$ cat config.mk
export PLATFORM = sky130hd
export DESIGN_NAME = h_rams_sched
export DESIGN_NICKNAME = d
export VERILOG_FILES = /design/src/rtl/h_rams_pkg.sv /design/src/rtl/h_rams_rr_arb.sv /design/src/rtl/h_rams_sched.sv
export SDC_FILE = /design/constraint.sdc
export NUM_CORES = 1
export LEC_CHECK = 0
export CORE_AREA = 2 2 110 112
export DETAILED_ROUTE_END_ITERATION = 7
export DIE_AREA = 0 0 112 114
export HOLD_SLACK_MARGIN = 0.02
export MAX_ROUTING_LAYER = met4
export PLACE_DENSITY = 0.88
export SLEW_MARGIN = 20
export SYNTH_ARGS = -nofsm -noshare
export SYNTH_HDL_FRONTEND = slang
export SYNTH_SLANG_ARGS = --single-unit
$ cat constraint.sdc
create_clock -name clk -period 3.2 [get_ports clk]
set_input_delay 0.48 -clock clk [delete_from_list [all_inputs] [get_ports clk]]
set_output_delay 0.48 -clock clk [all_outputs]
set_load 0.1 [all_outputs]
$ cat src/rtl/h_rams_pkg.sv
// Shared types for the shared-RAM scheduler: FSM state, read-tracking pipe entry,
// and default-width address/data/id types for clients of the scheduler.
package h_rams_pkg;

  localparam int unsigned ADDR_W_DEF = 8;
  localparam int unsigned DATA_W_DEF = 32;
  // Requester ids are carried at a fixed width so the pipe entry type is
  // independent of N_REQ; supports up to 256 requesters.
  localparam int unsigned MAX_ID_W   = 8;

  typedef logic [ADDR_W_DEF-1:0] addr_t;
  typedef logic [DATA_W_DEF-1:0] data_t;
  typedef logic [MAX_ID_W-1:0]   req_id_t;

  typedef enum logic {
    INIT,
    RUN
  } state_t;

  typedef struct packed {
    logic    vld;
    req_id_t id;
  } rd_pipe_t;

endpackage

$ cat src/rtl/h_rams_rr_arb.sv
// Combinational round-robin arbiter: one-hot grant to the first requester at or
// above ptr, wrapping around to 0.
module h_rams_rr_arb #(
  parameter int unsigned N = 4
) (
  input  logic [N-1:0]         req,
  input  logic [$clog2(N)-1:0] ptr,
  output logic [N-1:0]         gnt,
  output logic [$clog2(N)-1:0] gnt_id
);

  localparam int unsigned ID_W = $clog2(N);

  logic found;

  // First pass covers ptr..N-1, second pass wraps to 0..ptr-1.
  always_comb begin
    gnt    = '0;
    gnt_id = '0;
    found  = 1'b0;
    for (int i = 0; i < N; i++) begin
      if (!found && req[i] && (i >= int'(ptr))) begin
        found  = 1'b1;
        gnt[i] = 1'b1;
        gnt_id = ID_W'(i);
      end
    end
    for (int i = 0; i < N; i++) begin
      if (!found && req[i] && (i < int'(ptr))) begin
        found  = 1'b1;
        gnt[i] = 1'b1;
        gnt_id = ID_W'(i);
      end
    end
  end

endmodule

$ cat src/rtl/h_rams_sched.sv
// Round-robin scheduler sharing one single-port RAM among N_REQ requesters:
// zero-fills the array after reset, then issues one granted access per cycle.
module h_rams_sched
  import h_rams_pkg::*;
#(
  parameter int unsigned N_REQ  = 4,
  parameter int unsigned ADDR_W = 8,
  parameter int unsigned DATA_W = 32,
  parameter int unsigned RD_LAT = 1
) (
  input  logic                     clk,
  input  logic                     rst,
  input  logic [N_REQ-1:0]         req_vld,
  input  logic [N_REQ-1:0]         req_wr,
  input  logic [N_REQ*ADDR_W-1:0]  req_addr,
  input  logic [N_REQ*DATA_W-1:0]  req_wdata,
  output logic [N_REQ-1:0]         req_gnt,
  output logic [N_REQ-1:0]         rsp_vld,
  output logic [DATA_W-1:0]        rsp_rdata,
  output logic                     init_done,
  output logic                     ram_en,
  output logic                     ram_wen,
  output logic [ADDR_W-1:0]        ram_addr,
  output logic [DATA_W-1:0]        ram_wdata,
  input  logic [DATA_W-1:0]        ram_rdata
);

  localparam int unsigned ID_W  = $clog2(N_REQ);
  localparam int unsigned CNT_W = ADDR_W + 1;

  state_t              state_q;
  logic [CNT_W-1:0]    init_addr_q;
  logic [ID_W-1:0]     rr_ptr_q;
  logic                init_done_q;
  logic                ram_en_q;
  logic                ram_wen_q;
  logic [ADDR_W-1:0]   ram_addr_q;
  logic [DATA_W-1:0]   ram_wdata_q;
  rd_pipe_t            pipe_q [RD_LAT+1];

  logic [N_REQ-1:0]    arb_gnt;
  logic [ID_W-1:0]     gnt_id;
  logic                any_gnt;
  logic                sel_wr;
  logic [ADDR_W-1:0]   sel_addr;
  logic [DATA_W-1:0]   sel_wdata;

  h_rams_rr_arb #(
    .N (N_REQ)
  ) u_arb (
    .req    (req_vld),
    .ptr    (rr_ptr_q),
    .gnt    (arb_gnt),
    .gnt_id (gnt_id)
  );

  assign req_gnt = arb_gnt & {N_REQ{state_q == RUN}};
  assign any_gnt = |req_gnt;

  // One-hot mux of the granted requester's fields.
  always_comb begin
    sel_wr    = 1'b0;
    sel_addr  = '0;
    sel_wdata = '0;
    for (int i = 0; i < N_REQ; i++) begin
      if (req_gnt[i]) begin
        sel_wr    = req_wr[i];
        sel_addr  = req_addr[i*ADDR_W +: ADDR_W];
        sel_wdata = req_wdata[i*DATA_W +: DATA_W];
      end
    end
  end

  always_ff @(posedge clk) begin
    if (rst) begin
      state_q     <= INIT;
      init_addr_q <= '0;
      rr_ptr_q    <= '0;
      init_done_q <= 1'b0;
      ram_en_q    <= 1'b0;
      ram_wen_q   <= 1'b0;
      ram_addr_q  <= '0;
      ram_wdata_q <= '0;
      for (int j = 0; j <= RD_LAT; j++) pipe_q[j] <= '0;
    end else begin
      pipe_q[0] <= '{vld: any_gnt && !sel_wr, id: req_id_t'(gnt_id)};
      for (int j = RD_LAT; j > 0; j--) pipe_q[j] <= pipe_q[j-1];
      case (state_q)
        INIT: begin
          ram_en_q    <= 1'b1;
          ram_wen_q   <= 1'b1;
          ram_addr_q  <= init_addr_q[ADDR_W-1:0];
          ram_wdata_q <= '0;
          init_addr_q <= init_addr_q + CNT_W'(1);
          if (init_addr_q == {1'b0, {ADDR_W{1'b1}}}) begin
            state_q     <= RUN;
            init_done_q <= 1'b1;
          end
        end
        RUN: begin
          ram_en_q  <= any_gnt;
          ram_wen_q <= any_gnt && sel_wr;
          if (any_gnt) begin
            ram_addr_q  <= sel_addr;
            ram_wdata_q <= sel_wdata;
            rr_ptr_q    <= (gnt_id == ID_W'(N_REQ - 1)) ? '0 : gnt_id + ID_W'(1);
          end
        end
        default: state_q <= INIT;
      endcase
    end
  end

  // Response decode from the pipe tail; data passes straight from the RAM.
  always_comb begin
    rsp_vld = '0;
    for (int i = 0; i < N_REQ; i++) begin
      rsp_vld[i] = pipe_q[RD_LAT].vld && (pipe_q[RD_LAT].id == req_id_t'(i));
    end
  end

  assign rsp_rdata = ram_rdata;
  assign init_done = init_done_q;
  assign ram_en    = ram_en_q;
  assign ram_wen   = ram_wen_q;
  assign ram_addr  = ram_addr_q;
  assign ram_wdata = ram_wdata_q;

endmodule

==> flow_summary_export.csv, run 1 <==
group,metric,value,unit
power,clockPowerShare,48.5,%
final_layout,final_cell_mix,"clkdlybuf4s50_1 (199), dfxtp_1 (61), nor2_1 (56)",
synth,synth_compound_area_share,31.1,%
placement,dpl_cell_area,5760,µm²
clock_network,cts_tree,"yes",
floorplanning,start_util,30.8,%
floorplanning,ios,285,
synth,synth_top_area_share,33.9,%
timing,final_max_slew_viol_count,0,
timing,layout_min_cycle_time,2.76,ns
timing,finClkSkew,0.00995,ns
placement,gp_congestion,0.952,
power,cellPowerDensity,377,nW/µm²
synth,synth_area,3610,µm²
clock_network,cts_made_buffers,9,
final_layout,antennaDiodeCount,0,
clock_network,post_cts_buffers,0,
synth,synth-edff-count,0,
worst_setup_path,start_kind,"primary input",
drt,post_drt_wl_per_cell,20.1,µm
synth,synth-seq-cells,61,
global_routing,grt_start_max_net_pins,40,
synth,synth_top_family_by_area,"compound AO/OA/AOI/OAI gates",
synth,synthArstFlopShare,0,%
worst_setup_path,path_class,"primary input to output pin",
power,intPower,1.78,mW
synth,ys_types,44,
worst_setup_path,required,2.72,ns
drt,drc,0,
clock_network,insertion_delay,0.33,ns
synth,synth_fp_nets,648,
synth,syn_area_per_cell,8.12,µm²
final_layout,area_growth_syn_to_layout,69.2,%
drt,drtIter0Drc,350,
floorplanning,die_h,114,µm
global_routing,track_usage,23.7,%
synth,synth.area.mux_share,0.833,%
drt,via_count,4314,
synth,seq_area_frac_synth,33.9,%
timing,hold_viol,0,
global_routing,grt_pass1_wl,22.9,mm
timing,tightestPinTransition,1.00,ns
global_routing,grt.overflow.total,0,
global_routing,grt_pass1_vias,4263,
floorplanning,die_x,112,µm
synth,ys_warn_count,0,
clock_network,cts_resized,0,
placement,hpwlAfterDp,11.9,mm
synth,synthAdderAreaFrac,0.694,%
floorplanning,std_cell_rows,40,
synth,synthFlopType,"dfxtp_1",
final_layout,layout.nets,828,
power,p_sw,0.523,mW
timing,rsz0062_at_grt,"false",
drt,vias_per_cell,5.57,
clock_network,htreeDepth,3,
job,cap_violations,0,
clock_network,max-clock-path-buffers,2,
timing,setup_violations,0,
clock_network,hold_buffers,0,
clock_network,clk_pin_slew_worst_paths,0.05,ns
final_layout,final_common_cell,"clkdlybuf4s50_1",
timing,worst_slew_margin_rel,33.1,%
final_layout,design_area,6100,µm²
run_status,status,"complete, no violations",
floorplanning,dieArea,12800,µm²
power,peakVddDrop,0.000441,V
synth,synth_largest_area_cell,"dfxtp_1",
placement,io_buffers,220,
worst_setup_path,arrival,2.28,ns
floorplanning,core,11700,µm²
power,p_comb_share,17.8,%
power,swShare,22.8,%
final_layout,drive_gt1_share,10.2,%
clock_network,clock_sinks,61,
power,power.leakage,2.26,nW
timing,fin_crit_sh,86.3,%
synth,synth-simple-area-share,19.7,%
drt,routed_wl,15.6,mm
worst_setup_path,critPathMaxFanout,15,
clock_network,cts_root_buf,"clkbuf_16",
synth,syn-instance-count,444,
timing,fmax,362,MHz
drt,drt_pass1_iterations,5,
worst_hold_path,hold_class,"flip-flop to flip-flop",
global_routing,grt_antenna_before_repair,0,
drt,ant_nets,0,
power,p_seq_share,33.8,%
timing,fin_setup_tns,0,ns
worst_setup_path,endpoint_kind,"output pin",
synth,synth.area.top_cells,"dfxtp_1 (34%), a32o_1 (7.5%), buf_4 (6.7%), o31ai_1 (6.7%), nor2_1 (5.9%)",
synth,synth-xor-area-share,1.70,%
metrics by stage:
step	utilization, %	total power [mW]	hold slack (ns)	instances	worst slack (ns)
2_1_floorplan	-	1.12	0.414	444	0.189
3_5_place_dp	49.2	1.20	0.420	760	0.310
4_1_cts	52.1	2.31	0.440	775	0.470
5_1_grt	52.1	2.37	0.457	775	0.403
6_report	52.1	2.30	0.436	775	0.437
3_3_place_gp	49.2	1.19	0.421	760	0.450
Yosys cell counts (2+ instances only):
cell and number:
nor2_1 57, buf_2 14, and2_1 14, nor3_1 4, and3b_1 2, mux2i_1 3, a32oi_1 3, ha_1 2
a211oi_1 25, xnor2_1 4, o31ai_1 32, o21ai_1 2, or3_1 2, buf_4 32, clkbuf_1 20, a22oi_1 6
nor2b_1 7, a21oi_1 9, buf_1 5, and3_1 15, inv_1 5, nand2b_1 2, a2111oi_0 11, dfxtp_1 61
o32ai_1 5, o2111ai_1 3, a32o_1 27, o21ai_0 3, nand3_1 8, a221o_1 4, nand2_1 39, a31oi_1 4
xor2_1 3
cell type report:
type                    count  area, µm²
clock buffers               9        225
clock inverters             6        113
fillers                  1061       5610
inverters                   7       26.3
multi-input cells         304       1960
flip-flops and latches     61       1220
well taps                 147        184
repair buffers            241       2370
registers in the layout (all words and copies together), names as in the netlist:
signal / flops
init_done: 1
rr_ptr_q: 2
state_q: 1
init_addr_q: 9
ram_wdata: 32
pipe_q: 6
ram_addr: 8
ram_wen: 1
ram_en: 1
metal layers:
metal / track usage (%) / vias up / wire length, µm
met1: 24.9 / 2009 / 5720
li1: - / 1984 / -
met4: 12.0 / 0 / 646
met5: - / - / 0
met2: 41.2 / 267 / 7810
met3: 6.70 / 54 / 1380
power by group through the flow:
stage	sequential, mW	clock [mW]	combinational, mW
2_1_floorplan	0.814	0	0.302
3_3_place_gp	0.791	0	0.398
3_5_place_dp	0.792	0	0.405
4_1_cts	0.775	1.13	0.408
5_1_grt	0.776	1.16	0.431
6_report	0.776	1.11	0.408
critical path, cell delays in order:
cell and delay, ns:
clkdlybuf4s50_1 0.65, nand2b_1 0.15, a221o_2 0.52, and3_1 0.30, buf_12 0.18
cells by family (layout without fill, tap and decap cells):
family                   count (synthesis)  in the layout
AO/OA/AOI/OAI                          139            139
flip-flops                              61             61
AND/OR/NAND/NOR                        153            153
adder cells (fa/ha/maj)                  2              2
XOR/XNOR                                 7              7
buffers and inverters                   79            263
multiplexers                             3              3
final timing paths:
check	slack, ns	from	end	depth (start not counted)
setup / recovery	0.44	req_vld[2]	req_gnt[0]	5
hold / removal	0.44	pipe_q[0][0]	pipe_q[0][9]	1
setup reg to reg	0.84	rr_ptr_q[0]	ram_wdata[11]	7
hold reg to reg	0.44	pipe_q[0][0]	pipe_q[0][9]	1
No activity file was read; power rests on OpenSTA's default activity.
==> run 2: changes to the inputs <==
--- a/config.mk
+++ b/config.mk
@@ -5,9 +5,9 @@
 export SDC_FILE = /design/constraint.sdc
 export NUM_CORES = 1
 export LEC_CHECK = 0
-export CORE_AREA = 2 2 110 112
+export CORE_MARGIN = 2
+export CORE_UTILIZATION = 30
 export DETAILED_ROUTE_END_ITERATION = 7
-export DIE_AREA = 0 0 112 114
 export HOLD_SLACK_MARGIN = 0.02
 export MAX_ROUTING_LAYER = met4
 export PLACE_DENSITY = 0.88
==> constraint.sdc (replaced) <==
create_clock -name clk -period 2.4 [get_ports clk]
set_input_delay 0.36 -clock clk [delete_from_list [all_inputs] [get_ports clk]]
set_output_delay 0.36 -clock clk [all_outputs]
set_load 0.1 [all_outputs]
==> flow_summary_export.csv, run 2 (synthesized netlist as in run 1, its figures left out) <==
group,metric,value,unit
final_layout,area_growth_syn_to_layout,69.2,%
timing,hold_viol,0,
floorplanning,die_h,114,µm
power,peakVddDrop,0.000230,V
floorplanning,core,11900,µm²
worst_setup_path,crit_chain,"clkdlybuf4s50_1, nand2b_1, a221o_1, buf_12, and3_2, buf_12",
clock_network,cts_made_buffers,9,
clock_network,clock_sinks,61,
final_layout,antennaDiodeCount,0,
global_routing,grt_pass1_vias,4287,
drt,drt_pass1_iterations,5,
worst_hold_path,hold_class,"flip-flop to flip-flop",
power,intPower,2.20,mW
power,power.leakage,2.38,nW
power,cellPowerDensity,477,nW/µm²
final_layout,final_common_cell,"clkdlybuf4s50_1",
placement,hpwlAfterDp,11.3,mm
drt,post_drt_wl_per_cell,19.1,µm
worst_setup_path,critPathSlowestCell,"clkdlybuf4s50_1",
power,p_sw,0.707,mW
worst_setup_path,cp.buffers_inverters,3,
placement,placed_cells,766,
final_layout,final_util,51.4,%
final_layout,largest_reg_flops,32,
clock_network,max-clock-path-buffers,2,
job,cap_violations,0,
worst_setup_path,path_class,"primary input to output pin",
global_routing,grt.overflow.total,0,
worst_setup_path,critPathMaxStageDelay,0.52,ns
drt,drtIter0Drc,375,
power,p_seq_share,35.5,%
final_layout,layout.nets,834,
placement,io_buffers,220,
power,swShare,24.3,%
timing,whs,0.443,ns
global_routing,track_usage,22.6,%
worst_setup_path,start_kind,"primary input",
worst_setup_path,endpoint_kind,"output pin",
power,p_comb_share,18.9,%
clock_network,post_cts_buffers,0,
drt,routed_wl,14.9,mm
clock_network,htreeDepth,3,
run_status,status,"complete, no violations",
clock_network,cts_resized,0,
clock_network,cts_tree,"yes",
timing,tightestPinTransition,0.504,ns
floorplanning,dieArea,12900,µm²
placement,gp_congestion,0.896,
timing,finClkSkew,0.00735,ns
timing,fin_setup_tns,0,ns
global_routing,grt_pass1_wl,22.1,mm
timing,fin_crit_sh,96.3,%
worst_setup_path,crit_top_cell,"buf_12",
floorplanning,ios,285,
timing,rsz0062_at_grt,"false",
clock_network,insertion_delay,0.33,ns
worst_setup_path,arrival,1.95,ns
drt,via_count,4402,
floorplanning,start_util,30.4,%
clock_network,clk_pin_slew_worst_paths,0.05,ns
final_layout,fill_cells,1061,
final_layout,fin_cells,782,
power,clockPowerShare,45.6,%
timing,layout_min_cycle_time,2.31,ns
global_routing,grt_start_max_net_pins,32,
timing,fmax,433,MHz
drt,ant_nets,0,
floorplanning,std_cell_rows,40,
clock_network,cts_root_buf,"clkbuf_16",
timing,worst_slew_margin_rel,65.5,%
worst_setup_path,critPathMaxFanout,23,
final_layout,final_cell_mix,"clkdlybuf4s50_1 (167), buf_4 (68), dfxtp_1 (61)",
floorplanning,die_x,114,µm
worst_setup_path,required,2.04,ns
drt,drc,0,
timing,setup_violations,0,
global_routing,grt_antenna_before_repair,0,
worst_setup_path,critPathTopFamily,"buffers and inverters",
final_layout,drive_gt1_share,16.2,%
timing,final_max_slew_viol_count,0,
clock_network,hold_buffers,0,
drt,vias_per_cell,5.63,
==> run 2: changes by cell type in the layout (fill, tap and decap cells not counted), moves of 2 or more <==
cell             previous run  this run
buf_4                      36        68
bufinv_16                   3         1
nor2_2                      0         2
buf_12                      5        10
clkdlybuf4s50_1           199       167
==> run 2: through the flow <==
stage	power (mW)	setup WS, ns	instance area [µm²]
2_1_floorplan	1.49	0.0908	3610
3_5_place_dp	1.60	-0.141	5790
5_1_grt	3.03	0.0413	6100
6_report	2.91	0.0892	6100
4_1_cts	2.93	0.0562	6100
3_3_place_gp	1.59	-0.119	5790
==> run 2: final cells by class <==
| class | instances | area, µm² | share of cell area [%] |
|---|---|---|---|
| Timing Repair Buffer | 247 | 2400 | 39.3 |
| Clock buffer | 11 | 243 | 3.98 |
| Multi-Input combinational cell | 304 | 1970 | 32.3 |
| Sequential cell | 61 | 1220 | 20.0 |
| Inverter | 7 | 26.3 | 0.431 |
| Tap cell | 147 | 184 | 3.01 |
| Clock inverter | 5 | 58.8 | 0.964 |
==> run 2: final timing paths <==
kind / from / to / slack [ns] / cells past startpoint
setup / recovery: req_vld[2] / req_gnt[0] / 0.09 / 6
hold / removal: pipe_q[0][8] / pipe_q[0][17] / 0.44 / 1
setup reg to reg: rr_ptr_q[0] / ram_addr[5] / 0.25 / 7
hold reg to reg: pipe_q[0][8] / pipe_q[0][17] / 0.44 / 1
==> run 2: power groups by stage <==
stage,logic [mW],clock network [mW],registers (mW)
after floorplan,0.403,0,1.09
after global placement,0.539,0,1.05
after detailed placement,0.548,0,1.06
after CTS,0.551,1.34,1.03
after global routing,0.585,1.41,1.03
final,0.550,1.33,1.03
==> run 2: worst reg2reg max path, cell delays in order, from the launching register on <==
cell and delay [ns]:
dfxtp_1 0.46, inv_1 0.14, a221o_1 0.40, buf_12 0.17, buf_4 0.16, a32o_1 0.26, a211oi_1 0.29, o32ai_1 0.14
==> run 2: metal layers <==
metal  vias up  wire length [µm]  global-route usage [%]
met5         -                 0                       -
met4         0               326                    9.27
met3        36              1360                    5.69
met2       275              7720                    39.9
met1      2085              5510                    24.2
li1       2006                 -                       -
==> run 3: changes to the inputs <==
--- a/config.mk
+++ b/config.mk
@@ -5,10 +5,9 @@
 export SDC_FILE = /design/constraint.sdc
 export NUM_CORES = 1
 export LEC_CHECK = 0
-export CORE_MARGIN = 2
+export CORE_MARGIN = 8
 export CORE_UTILIZATION = 30
 export DETAILED_ROUTE_END_ITERATION = 7
-export HOLD_SLACK_MARGIN = 0.02
 export MAX_ROUTING_LAYER = met4
 export PLACE_DENSITY = 0.88
 export SLEW_MARGIN = 20
==> flow_summary_export.csv, run 3 (synthesized netlist as in run 1, its figures left out) <==
group,metric,value,unit
run_status,status,"complete, no violations",
drt,routed.top_layer,"met4",
clock_network,hold_buffers,0,
floorplanning,std_cell_rows,40,
drt,wl_met1,6.47,mm
global_routing,grt.overflow.total,0,
final_layout,antennaDiodeCount,0,
job,cap_violations,0,
drt,vias_per_cell,5.57,
worst_setup_path,crit_chain,"clkdlybuf4s50_1, nand2b_1, a221o_1, buf_12, and3_1, buf_12",
drt,post_drt_wl_per_cell,21.8,µm
floorplanning,dieArea,15800,µm²
clock_network,insertion_delay,0.33,ns
worst_setup_path,endpoint_kind,"output pin",
clock_network,cts_tree,"yes",
power,power.leakage,2.39,nW
worst_setup_path,arrival,1.96,ns
global_routing,grt_start_max_net_pins,43,
global_routing,track_usage,20.9,%
power,power.total,2.89,mW
worst_setup_path,cp.buffers_inverters,3,
final_layout,final_cell_mix,"clkdlybuf4s50_1 (168), buf_4 (72), dfxtp_1 (61)",
placement,pre_cts_ws,-0.107,ns
worst_setup_path,critPathMaxStageDelay,0.56,ns
placement,dpl_cell_area,5800,µm²
final_layout,drive_gt1_share,16.7,%
drt,ant_nets,0,
floorplanning,ios,285,
final_layout,seq_area,1220,µm²
worst_setup_path,critPathTopFamily,"buffers and inverters",
timing,fin_ws,0.0751,ns
global_routing,grt_pass1_wl,25.8,mm
timing,finClkSkew,0.0135,ns
final_layout,area_growth_syn_to_layout,70.0,%
drt,drtIter0Drc,298,
drt,via_count,4375,
timing,tightestPinTransition,0.575,ns
power,peakVddDrop,0.000262,V
timing,worst_slew_margin_rel,60.7,%
final_layout,fill_cells,1074,
timing,whs,0.434,ns
drt,met3WireLength,1.29,mm
worst_hold_path,hold_class,"flip-flop to flip-flop",
floorplanning,core,11900,µm²
clock_network,clock_sinks,61,
timing,final_max_slew_viol_count,0,
power,cellPowerDensity,471,nW/µm²
drt,drc,0,
global_routing,grt_antenna_before_repair,0,
drt,routed_wl,17.1,mm
placement,gp_congestion,0.917,
worst_setup_path,crit_top_cell,"buf_12",
worst_setup_path,path_class,"primary input to output pin",
clock_network,post_cts_buffers,0,
placement,io_buffers,220,
worst_setup_path,critPathSlowestCell,"clkdlybuf4s50_1",
clock_network,cts_resized,0,
floorplanning,die_h,126,µm
final_layout,layout.nets,838,
clock_network,cts_made_buffers,9,
floorplanning,die_x,126,µm
worst_setup_path,critPathMaxFanout,21,
worst_setup_path,required,2.04,ns
drt,met2_length,8.67,mm
final_layout,multiInputGateArea,1970,µm²
final_layout,final_common_cell,"clkdlybuf4s50_1",
final_layout,design_area,6130,µm²
timing,setup_violations,0,
global_routing,grt_pass1_vias,4736,
placement,hpwlAfterDp,13.2,mm
clock_network,htreeDepth,3,
final_layout,largest_reg_flops,32,
timing,fmax,430,MHz
drt,drt_pass1_iterations,6,
clock_network,max-clock-path-buffers,2,
clock_network,cts_root_buf,"clkbuf_16",
floorplanning,start_util,30.4,%
worst_setup_path,start_kind,"primary input",
timing,layout_min_cycle_time,2.32,ns
timing,hold_viol,0,
timing,rsz0062_at_grt,"false",
timing,fin_crit_sh,96.9,%
clock_network,clk_pin_slew_worst_paths,0.05,ns
[run 3: layer usage]
layer  vias up  GRT usage [%]
li1       2008              -
met1      2066           21.1
met2       246           37.2
met3        55           5.86
met4         0           9.60
met5         -              -
[run 3: worst paths after layout]
path / to / cells past startpoint / startpoint / slack [ns]
max: req_gnt[0] / 6 / req_vld[2] / 0.08
min: pipe_q[0][17] / 1 / pipe_q[0][8] / 0.43
min reg2reg: pipe_q[0][17] / 1 / pipe_q[0][8] / 0.43
max reg2reg: ram_wdata[10] / 7 / rr_ptr_q[0] / 0.24
[run 3: final cells by class]
class / count / area share (%)
repair buffers: 251 / 39.7
multi-input cells: 304 / 32.1
flip-flops and latches: 61 / 19.9
clock buffers: 9 / 3.67
well taps: 147 / 3.00
clock inverters: 7 / 1.24
inverters: 7 / 0.429
[run 3: worst reg2reg max path: cells and delay by family, from the launching register on]
family                 cells  cell delay [ns]
and+or+nand+nor            1             0.20
DFF                        1             0.44
buffers and inverters      3             0.49
AOI/OAI and AO/OA          3             0.91
[run 3: power by group]
part	internal (mW)	leakage, nW	switching, mW	total, mW
Combinational	0.346	1.76	0.208	0.555
Clock	0.806	0.142	0.491	1.30
Sequential	1.02	0.493	0.00922	1.03
[run 3: stage by stage]
| stage | util [%] | setup TNS, ns | cells |
|---|---|---|---|
| 2_1_floorplan | - | 0 | 444 |
| 3_3_place_gp | 48.9 | 0 | 768 |
| 3_5_place_dp | 48.9 | -0.128 | 768 |
| 4_1_cts | 51.4 | 0 | 784 |
| 5_1_grt | 51.7 | 0 | 786 |
| 6_report | 51.7 | 0 | 786 |
